**src/rtl/fp_div_pkg.sv**
```systemverilog
// Shared types and saturation helpers for the sequential fixed-point divider.
package fp_div_pkg;

    typedef enum logic [2:0] {IDLE, DIV, FIX, DZ, DONE} state_e;

    typedef struct packed {
        logic overflow;
        logic underflow;
        logic div_by_zero;
    } flags_t;

    // Largest positive magnitude representable in a wo-bit two's complement word.
    function automatic logic [63:0] sat_pos_lim(input int wo);
        return (64'd1 << (wo - 1)) - 64'd1;
    endfunction

    // Largest negative magnitude representable in a wo-bit two's complement word.
    function automatic logic [63:0] sat_neg_lim(input int wo);
        return 64'd1 << (wo - 1);
    endfunction

endpackage

```
**src/rtl/fp_div_sat.sv**
```systemverilog
// Final-stage result shaping: optional round-to-nearest (ties away from zero),
// sign application and saturation. Rounding is built only with FPDIV_ROUND_EN.
module fp_div_sat
    import fp_div_pkg::*;
#(
    parameter int NW = 33,
    parameter int WB = 19,
    parameter int WO = 24
) (
    input  logic          i_sign,
    input  logic [NW-1:0] i_mag,
    input  logic [WB-1:0] i_rem,
    input  logic [WB-1:0] i_bmag,
    output logic [WO-1:0] o_q,
    output logic          o_ovf,
    output logic          o_unf
);

    logic        w_up;
    logic [63:0] w_mag;

`ifdef FPDIV_ROUND_EN
    // 2*rem >= |B| means the discarded fraction is at least one half.
    assign w_up = ({i_rem, 1'b0} >= {1'b0, i_bmag});
`else
    logic w_unused_bmag;
    assign w_unused_bmag = ^i_bmag;
    assign w_up          = 1'b0;
`endif

    assign w_mag = 64'(i_mag) + 64'(w_up);

    // Clamp the (possibly rounded) magnitude to the signed output range.
    always_comb begin
        o_q   = '0;
        o_ovf = 1'b0;
        o_unf = (i_rem != '0);
        if (!i_sign) begin
            if (w_mag > sat_pos_lim(WO)) begin
                o_q   = WO'(sat_pos_lim(WO));
                o_ovf = 1'b1;
            end else begin
                o_q = w_mag[WO-1:0];
            end
        end else begin
            if (w_mag > sat_neg_lim(WO)) begin
                o_q   = WO'(sat_neg_lim(WO));
                o_ovf = 1'b1;
            end else begin
                o_q = ~w_mag[WO-1:0] + WO'(1);
            end
        end
    end

endmodule

```
**src/rtl/fp_div_seq.sv**
```systemverilog
// Sequential signed fixed-point divider, radix-2 restoring, one quotient bit
// per cycle. Optional rounding is enabled by defining FPDIV_ROUND_EN.
module fp_div_seq
    import fp_div_pkg::*;
#(
    parameter int WI1 = 5,
    parameter int WF1 = 14,
    parameter int WI2 = 5,
    parameter int WF2 = 14,
    parameter int WIO = 10,
    parameter int WFO = 14
) (
    input  logic                 clk,
    input  logic                 rst_n,
    input  logic                 in_valid,
    output logic                 in_ready,
    input  logic [WI1+WF1-1:0]   A,
    input  logic [WI2+WF2-1:0]   B,
    output logic                 out_valid,
    input  logic                 out_ready,
    output logic [WIO+WFO-1:0]   quotient,
    output logic                 overflow,
    output logic                 underflow,
    output logic                 div_by_zero
);

    localparam int SH = WFO + WF2 - WF1;
    localparam int WA = WI1 + WF1;
    localparam int WB = WI2 + WF2;
    localparam int NW = WA + SH;
    localparam int WO = WIO + WFO;
    localparam int CW = (NW > 1) ? $clog2(NW) : 1;

    if (SH < 0) begin : g_bad_shift
        $error("fp_div_seq: WFO+WF2-WF1 must be >= 0");
    end

    state_e        r_state, w_state_nx;
    logic [CW-1:0] r_cnt;
    logic          r_sign, r_azero;
    logic [WB-1:0] r_bmag, r_rem;
    logic [NW-1:0] r_q;          // numerator bits shift out the top, quotient bits in at the bottom
    logic [WO-1:0] r_quot;
    flags_t        r_flags;

    logic [WA-1:0] w_amag;
    logic [WB-1:0] w_bmag, w_rem_nx;
    logic [WB:0]   w_rem_sh, w_rem_diff;
    logic          w_ge, w_unused_msb;
    logic [WO-1:0] w_sat_q;
    logic          w_ovf, w_unf;

    // Magnitudes are unsigned so the most negative operand keeps its full value.
    assign w_amag       = A[WA-1] ? (~A + WA'(1)) : A;
    assign w_bmag       = B[WB-1] ? (~B + WB'(1)) : B;
    assign w_rem_sh     = {r_rem, r_q[NW-1]};
    assign w_rem_diff   = w_rem_sh - {1'b0, r_bmag};
    assign w_ge         = (w_rem_sh >= {1'b0, r_bmag});
    assign w_rem_nx     = w_ge ? w_rem_diff[WB-1:0] : w_rem_sh[WB-1:0];
    assign w_unused_msb = w_rem_diff[WB];

    fp_div_sat #(.NW(NW), .WB(WB), .WO(WO)) u_sat (
        .i_sign (r_sign & ~r_azero),
        .i_mag  (r_q),
        .i_rem  (r_rem),
        .i_bmag (r_bmag),
        .o_q    (w_sat_q),
        .o_ovf  (w_ovf),
        .o_unf  (w_unf)
    );

    // State register.
    always_ff @(posedge clk or negedge rst_n) begin
        if (!rst_n) r_state <= IDLE;
        else        r_state <= w_state_nx;
    end

    // Next-state logic.
    always_comb begin
        w_state_nx = r_state;
        case (r_state)
            IDLE: if (in_valid) w_state_nx = (B == '0) ? DZ : DIV;
            DIV:  if (r_cnt == '0) w_state_nx = FIX;
            FIX:  w_state_nx = DONE;
            DZ:   w_state_nx = DONE;
            DONE: if (out_ready) w_state_nx = IDLE;
            default: w_state_nx = IDLE;
        endcase
    end

    // Operand capture, restoring iteration and result registration.
    always_ff @(posedge clk or negedge rst_n) begin
        if (!rst_n) begin
            r_cnt   <= '0;
            r_sign  <= 1'b0;
            r_azero <= 1'b0;
            r_bmag  <= '0;
            r_rem   <= '0;
            r_q     <= '0;
            r_quot  <= '0;
            r_flags <= '0;
        end else begin
            case (r_state)
                IDLE: if (in_valid) begin
                    r_sign  <= A[WA-1] ^ B[WB-1];
                    r_azero <= (A == '0);
                    r_bmag  <= w_bmag;
                    r_rem   <= '0;
                    r_q     <= NW'(w_amag) << SH;
                    r_cnt   <= CW'(NW - 1);
                end
                DIV: begin
                    r_rem <= w_rem_nx;
                    r_q   <= {r_q[NW-2:0], w_ge};
                    r_cnt <= r_cnt - CW'(1);
                end
                FIX: begin
                    r_quot  <= w_sat_q;
                    r_flags <= '{overflow: w_ovf, underflow: w_unf, div_by_zero: 1'b0};
                end
                DZ: begin
                    // B is zero, so the captured sign is just the sign of A.
                    r_quot  <= r_sign ? WO'(sat_neg_lim(WO)) : WO'(sat_pos_lim(WO));
                    r_flags <= '{overflow: 1'b1, underflow: 1'b0, div_by_zero: 1'b1};
                end
                default: ;
            endcase
        end
    end

    assign in_ready    = (r_state == IDLE);
    assign out_valid   = (r_state == DONE);
    assign quotient    = r_quot;
    assign overflow    = r_flags.overflow;
    assign underflow   = r_flags.underflow;
    assign div_by_zero = r_flags.div_by_zero;

endmodule
```
**config.mk**
```make
export PLATFORM = sky130hd
export DESIGN_NAME = fp_div_seq
export DESIGN_NICKNAME = d
export VERILOG_FILES = /design/src/rtl/fp_div_pkg.sv /design/src/rtl/fp_div_sat.sv /design/src/rtl/fp_div_seq.sv
export SDC_FILE = /design/constraint.sdc
export NUM_CORES = 1
export LEC_CHECK = 0
export ABC_CLOCK_PERIOD_IN_PS = 3000
export CELL_PAD_IN_SITES_DETAIL_PLACEMENT = 0
export CELL_PAD_IN_SITES_GLOBAL_PLACEMENT = 1
export CORE_MARGIN = 2
export CORE_UTILIZATION = 40
export DETAILED_ROUTE_END_ITERATION = 16
export PLACE_DENSITY = 0.78
export SYNTH_ARGS = -nofsm -noshare
export SYNTH_HDL_FRONTEND = slang
export SYNTH_SLANG_ARGS = --single-unit
```
**constraint.sdc**
```tcl
create_clock -name clk -period 3 [get_ports clk]
set_clock_uncertainty 0.15 [all_clocks]
set_input_delay 0.6 -clock clk [delete_from_list [all_inputs] [get_ports clk]]
set_output_delay 0.6 -clock clk [all_outputs]
set_load 0.02 [all_outputs]
```
### Word-level counts from Yosys, hierarchy flattened

Index checks and enable logic that the tools add are counted.

| word-level totals | value |
|---|---|
| bits in registers | 109 |
| input bits | 42 |
| output and inout bits | 29 |
| word-level logic and storage cells | 66 |

| operators by class | value |
|---|---|
| add/subtract/negate cells | 5 |
| order comparisons | 3 |
| eq/ne operators | 7 |
| multiplexer cells | 23 |
| bitwise logic cells | 6 |
| reductions and logical operators | 11 |

Operator list:

| cell | count |
|---|---|
| two-way mux 24 bit | 4 |
| two-way mux 19 bit | 4 |
| one-hot mux 33 bit (2 select lines) | 1 |
| one-hot mux 24 bit (2 select lines) | 1 |
| adder 19 x 1 -> 19 bit (second input constant) | 2 |
| zero test 19 bit | 2 |
| inverter 19 bit | 2 |
| one-hot mux 19 bit (2 select lines) | 1 |
| > comparator 33 x 23 -> 1 bit (second input constant) | 1 |
| > comparator 33 x 24 -> 1 bit (second input constant) | 1 |
| two-way mux 33 bit | 1 |
| adder 24 x 1 -> 24 bit (second input constant) | 1 |
| inverter 24 bit | 1 |
| >= comparator 20 x 19 -> 1 bit | 1 |
| nonzero test 19 bit | 1 |
| subtractor 19 bit | 1 |
| one-hot mux 3 bit (4 select lines) | 1 |
| one-hot mux 6 bit (2 select lines) | 1 |
| two-way mux 3 bit | 3 |
| equality test 3 x 2 -> 1 bit (second input constant) | 2 |
| zero test 6 bit | 1 |
| two-way mux 6 bit | 1 |
| one-hot mux 3 bit (2 select lines) | 1 |
| subtractor 6 x 1 -> 6 bit (second input constant) | 1 |
| other kinds (14) | 19 |

### Depth between registers and ports, before layout

| depth | value |
|---|---|
| word-level depth | 5 |
| gate-level depth with buffers | 12 |
| mapped depth without buffers | 10 |

### Modules after synthesis

Synthesis repeated with hierarchy kept, for this count alone.

| unflattened totals | value |
|---|---|
| cell total of the unflattened synthesis | 847 |
| area total of the unflattened synthesis | 7,338.3 um^2 |

Modules (own cells, without submodules):

| module | times used | cells an instance | area an instance (um^2) | seq. area each (um^2) |
|---|---|---|---|---|
| fp_div_seq | 1 | 677 | 6,175.9 | 2,727.6 |
| fp_div_sat | 1 | 170 | 1,162.4 | 0.0 |

### Least setup slack after synthesis

No wires, ideal clock.

| path | value |
|---|---|
| kind | flip-flop to flip-flop |
| from | register r_q[8] |
| to | register r_quot[2], in the netlist quotient[2] |
| setup time | 0.083 ns |
| arrival time | 2.859 ns |
| data required time | 2.767 ns |
| setup slack | -0.091 ns |
| cell stages (with the launch flop) | 11 |
| buffers on the path | 4 |
| clock period less this slack | 3.091 ns |
| cell sequence | dfrtp_1 > buf_6 > or4_1 > buf_2 > or4_1 > buf_2 > o31a_1 > or3_1 > buf_6 > o311a_1 > o21ai_0 |

| between the ends | value |
|---|---|
| cells in the longest elaborated chain, start to end | 4 |
| elaborated cells between the ends (all ways) | 6 |
| those cells by class | order compare (2); mux (4) |

Ends and longest elaborated chain:

| what | line | text |
|---|---|---|
| from (decl) | fp_div_seq.sv:42 | `logic [NW-1:0] r_q;` |
| from (signal assigned) | fp_div_seq.sv:109 | `r_q <= NW'(w_amag) << SH;` |
| from (signal assigned) | fp_div_seq.sv:114 | `r_q <= {r_q[NW-2:0], w_ge};` |
| > comparator 33 x 23 -> 1 bit / > comparator 33 x 24 -> 1 bit (equally long branches) | fp_div_sat.sv:39, fp_div_sat.sv:46 |  |
| two-way mux 24 bit (on tied branches) | fp_div_sat.sv:39, fp_div_sat.sv:46 |  |
| two-way mux 24 bit * | fp_div_sat.sv:38 | `if (!i_sign) begin` |
| one-hot mux 24 bit (2 select lines) * | fp_div_seq.sv:103 | `case (r_state)` |
| to (signal assigned) | fp_div_seq.sv:118 | `r_quot <= w_sat_q;` |
| to (signal assigned) | fp_div_seq.sv:123 | `r_quot <= r_sign ? WO'(sat_neg_lim(WO)) : WO'(sat_pos_lim(WO));` |
| to (decl) | fp_div_seq.sv:43 | `logic [WO-1:0] r_quot;` |

Mark *: on every way between the ends. The rest lies on a longest branch, timed or not.
A chain may end at the register's enable or synchronous reset.

### Worst setup path after layout

| path | value |
|---|---|
| from | register r_q[0] |
| to | register r_quot[2], in the netlist quotient[2] |

| between the ends | value |
|---|---|
| cells in the longest elaborated chain, start to end | 5 |
| elaborated cells between the ends (all ways) | 8 |
| those cells by class | add/sub (1); order compare (2); mux (4); bitwise (1) |

Ends and longest elaborated chain:

| what | line | text |
|---|---|---|
| inverter 24 bit | fp_div_sat.sv:50 | `o_q = ~w_mag[WO-1:0] + WO'(1);` |
| adder 24 x 1 -> 24 bit | fp_div_sat.sv:50 |  |
| two-way mux 24 bit | fp_div_sat.sv:46 | `if (w_mag > sat_neg_lim(WO)) begin` |
| two-way mux 24 bit * | fp_div_sat.sv:38 |  |
| one-hot mux 24 bit (2 select lines) * | fp_div_seq.sv:103 |  |

Marked as above.

==> results.cfg <==
[setup_path]
cp_data_arrival_time_ns = 3.04
end_kind = flip-flop
critPathSlowestCell = or4b_4
cp.required_ns = 3.13
start_kind = flip-flop
path_class = reg2reg
crit_fanout = 7
rr_startpoint = r_q[0]$_DFFE_PN0P_
crit_chain = inv_1 > ha_1 > or4b_4 > or4_4 > o31a_1 > or3_4 > o311a_1 > o21ai_1
slowest_delay_ns = 0.48
cp-startpoint = r_q[0]$_DFFE_PN0P_

[die]
dieArea_mm2 = 0.0188
core_area_mm2 = 0.0174
ios = 71
initial_core_util = 0.409
rows = 48
die_h_um = 137
die_width_um = 137

[cts]
cts_root_buf = clkbuf_16
clock_latency_ns = 0.35
clkTransAtPathRegs_ns = 0.08
cts_inserted_buffers = 9
cts.sink_count = 109
cts_max_path_buffers = 2
cts_tree = yes
htreeDepth = 3

[place]
placedCellCount = 1168
hpwl_um = 15300
port-buffer-count = 70
placed_cell_area_mm2 = 0.00853
place.gp.congestion = 0.897

[logic_synthesis]
synth_cells = 844
avgSynthCellArea_um2 = 8.42
synthTopCellsByCount = 109 x dfrtp_1, 109 x o21ai_0, 103 x nand2_1
yosysTopAreaCell = dfrtp_1
synth_top_cells_by_area = dfrtp_1 38%, o21ai_0 7.7%, nand2_1 5.4%
syn-cell-area_mm2 = 0.00710
yosysTopAreaCellShare = 0.384
ys_ff_latch = 109
synth_flop_cell = dfrtp_1
synthesis.nets = 912
synthArstFlopShare = 1.00
yosysUniqueCellTypes = 61
synth_edf_count = 0
yosysSeqAreaShare = 0.384
ys_warn_count = 0

[detailed_routing]
drc = 0
via_per_inst = 5.80
wl_per_cell_um = 17.1
wirelength_um = 20300
ant_nets = 0
drt-initial-drc-count = 469
via_count = 6869
dr.pass1.iters = 5

[final_layout]
layout-drive-gt1-share = 0.135
diodes = 0
fillerInstances = 1631
post-route-util = 0.513
instances_no_fill = 1184
nets = 1022
syn_to_final_growth_pct = 25.3
final_area_mm2 = 0.00890

[sta]
worst_pin_slew_ns = 0.769
fin_crit_ns = 2.91
fmax_mhz = 344
relSlewSlack = 0.486
post-route-period-util = 0.969
whs_ns = 0.109
hold_viol_final = 0
final-setup-viol-count = 0
drv_slew = 0

[global_routing]
track_usage = 0.227
first_global_vias = 6332
antenna_found_initial = 0
grt_overflow = 0
grt_max_degree = 62
grt_pass1_wl_um = 33500

[status]
outcome = completed

[min_path]
hold_class = in2async

[pwr]
power_density_mw_per_mm2 = 1240
p_seq_frac = 0.241
leakage_nw = 3.82
vdd_drop_max_mv = 0.672
p_switching_mw = 5.16
p_comb_frac = 0.648
internal_power_mw = 5.85
p_clk_frac = 0.111
swShare = 0.468

[run]
max_cap_viol_count = 0
[sequential cells by signal, indices dropped and copies added (netlist names)]
signal       flops
div_by_zero      1
overflow         1
quotient        24
r_azero          1
r_bmag          19
r_cnt            6
r_q             33
r_rem           19
r_sign           1
r_state          3
underflow        1
[cell type report]
| class | instances | area, um^2 | share of cell area |
|---|---|---|---|
| repair buffers | 154 | 1360 | 0.153 |
| well taps | 225 | 282 | 0.0316 |
| clock inverters | 4 | 55.1 | 0.00618 |
| clock buffers | 12 | 246 | 0.0277 |
| multi-input cells | 641 | 4090 | 0.459 |
| flip-flops and latches | 109 | 2730 | 0.306 |
| inverters | 39 | 146 | 0.0164 |
[power groups by stage]
stage                     combinational, mW  sequential (mW)  clock (mW)
final                                  7.13             2.65        1.23
after global routing                   7.87             2.74        1.32
after floorplan                        4.39             2.77           0
after global placement                 6.94             2.65           0
after CTS                              7.02             2.65        1.26
after detailed placement               6.98             2.67           0
[metrics by stage]
| stage | power, mW | setup TNS [ns] | setup slack (ns) |
|---|---|---|---|
| 2_1_floorplan | 7.16 | -0.0832 | -0.0416 |
| 3_3_place_gp | 9.59 | -1.51 | -0.353 |
| 3_5_place_dp | 9.65 | -2.07 | -0.431 |
| 4_1_cts | 10.9 | -0.00865 | -0.00865 |
| 5_1_grt | 11.9 | -0.00117 | -0.00117 |
| 6_report | 11.0 | 0 | 0.0930 |
[timing repair]
action                     CTS  global route
pin swaps                    1             5
setup buffers                0             0
hold buffers                 0             0
setup endpoints to repair    4            19
resized for setup            3            18
[routing by layer]
metal / track usage / share of wire
met2: 0.339 / 0.45
met3: 0.0294 / 0.055
met4: 0.0710 / 0.018
met5: 0 / 0
met1: 0.341 / 0.48
[cell families after synthesis]
logic type | after synthesis | share of synthesized area
flops | 109 | 0.384
xor+xnor | 50 | 0.0617
compound gates | 273 | 0.245
buf+inv | 94 | 0.0523
fa+ha+maj | 26 | 0.0469
simple gates | 284 | 0.199
mux | 8 | 0.0114
[worst max-delay path: cells and delay by family (launching register included)]
family / cells / cell delay (ns)
buffers and inverters: 1 / 0.09
adder cells (fa/ha/maj): 1 / 0.17
flip-flops: 1 / 0.38
AND/OR/NAND/NOR: 3 / 1.38
AO/OA/AOI/OAI: 3 / 0.68
[placed cells by master, fill, tap and decap left out, types with 3 or more instances in the layout]
cell,instances
and3_1,3
a311oi_1,3
o311a_1,3
o211ai_1,5
or2_2,4
nor2_1,38
o21ai_0,105
a32oi_1,11
a21oi_1,37
a22oi_1,17
o41ai_1,4
xnor2_1,19
ha_1,24
nand4b_1,4
xor2_1,31
o31ai_1,19
dfrtp_1,109
or4_1,10
nor3_1,21
nor2b_1,4
nand4_1,8
clkbuf_16,9
o22ai_1,4
or3_1,9
a31oi_1,6
nand2_1,102
a21o_1,6
nor4_1,17
o21a_1,9
buf_4,83
nand3_1,34
or3b_2,3
nand2b_1,4
clkdlybuf4s50_1,67
mux2i_1,7
a221oi_1,11
nor3b_1,3
o21ai_1,4
a211oi_1,4
inv_1,38
[final timing paths]
| kind | end | slack (ns) | cells past startpoint |
|---|---|---|---|
| worst max-delay path | quotient[2]$_DFFE_PN0P_ | 0.09 | 8 |
| worst min-delay path | quotient[15]$_DFFE_PN0P_ | 0.11 | 1 |
| worst max register to register | quotient[2]$_DFFE_PN0P_ | 0.09 | 8 |
| worst min register to register | r_cnt[5]$_DFFE_PN0P_ | 0.33 | 1 |
| max in group asynchronous | r_rem[11]$_DFFE_PN0P_ | 1.76 | 2 |
| min in group clk | r_cnt[5]$_DFFE_PN0P_ | 0.33 | 1 |
Note: power is estimated with default switching activity, not from simulation.
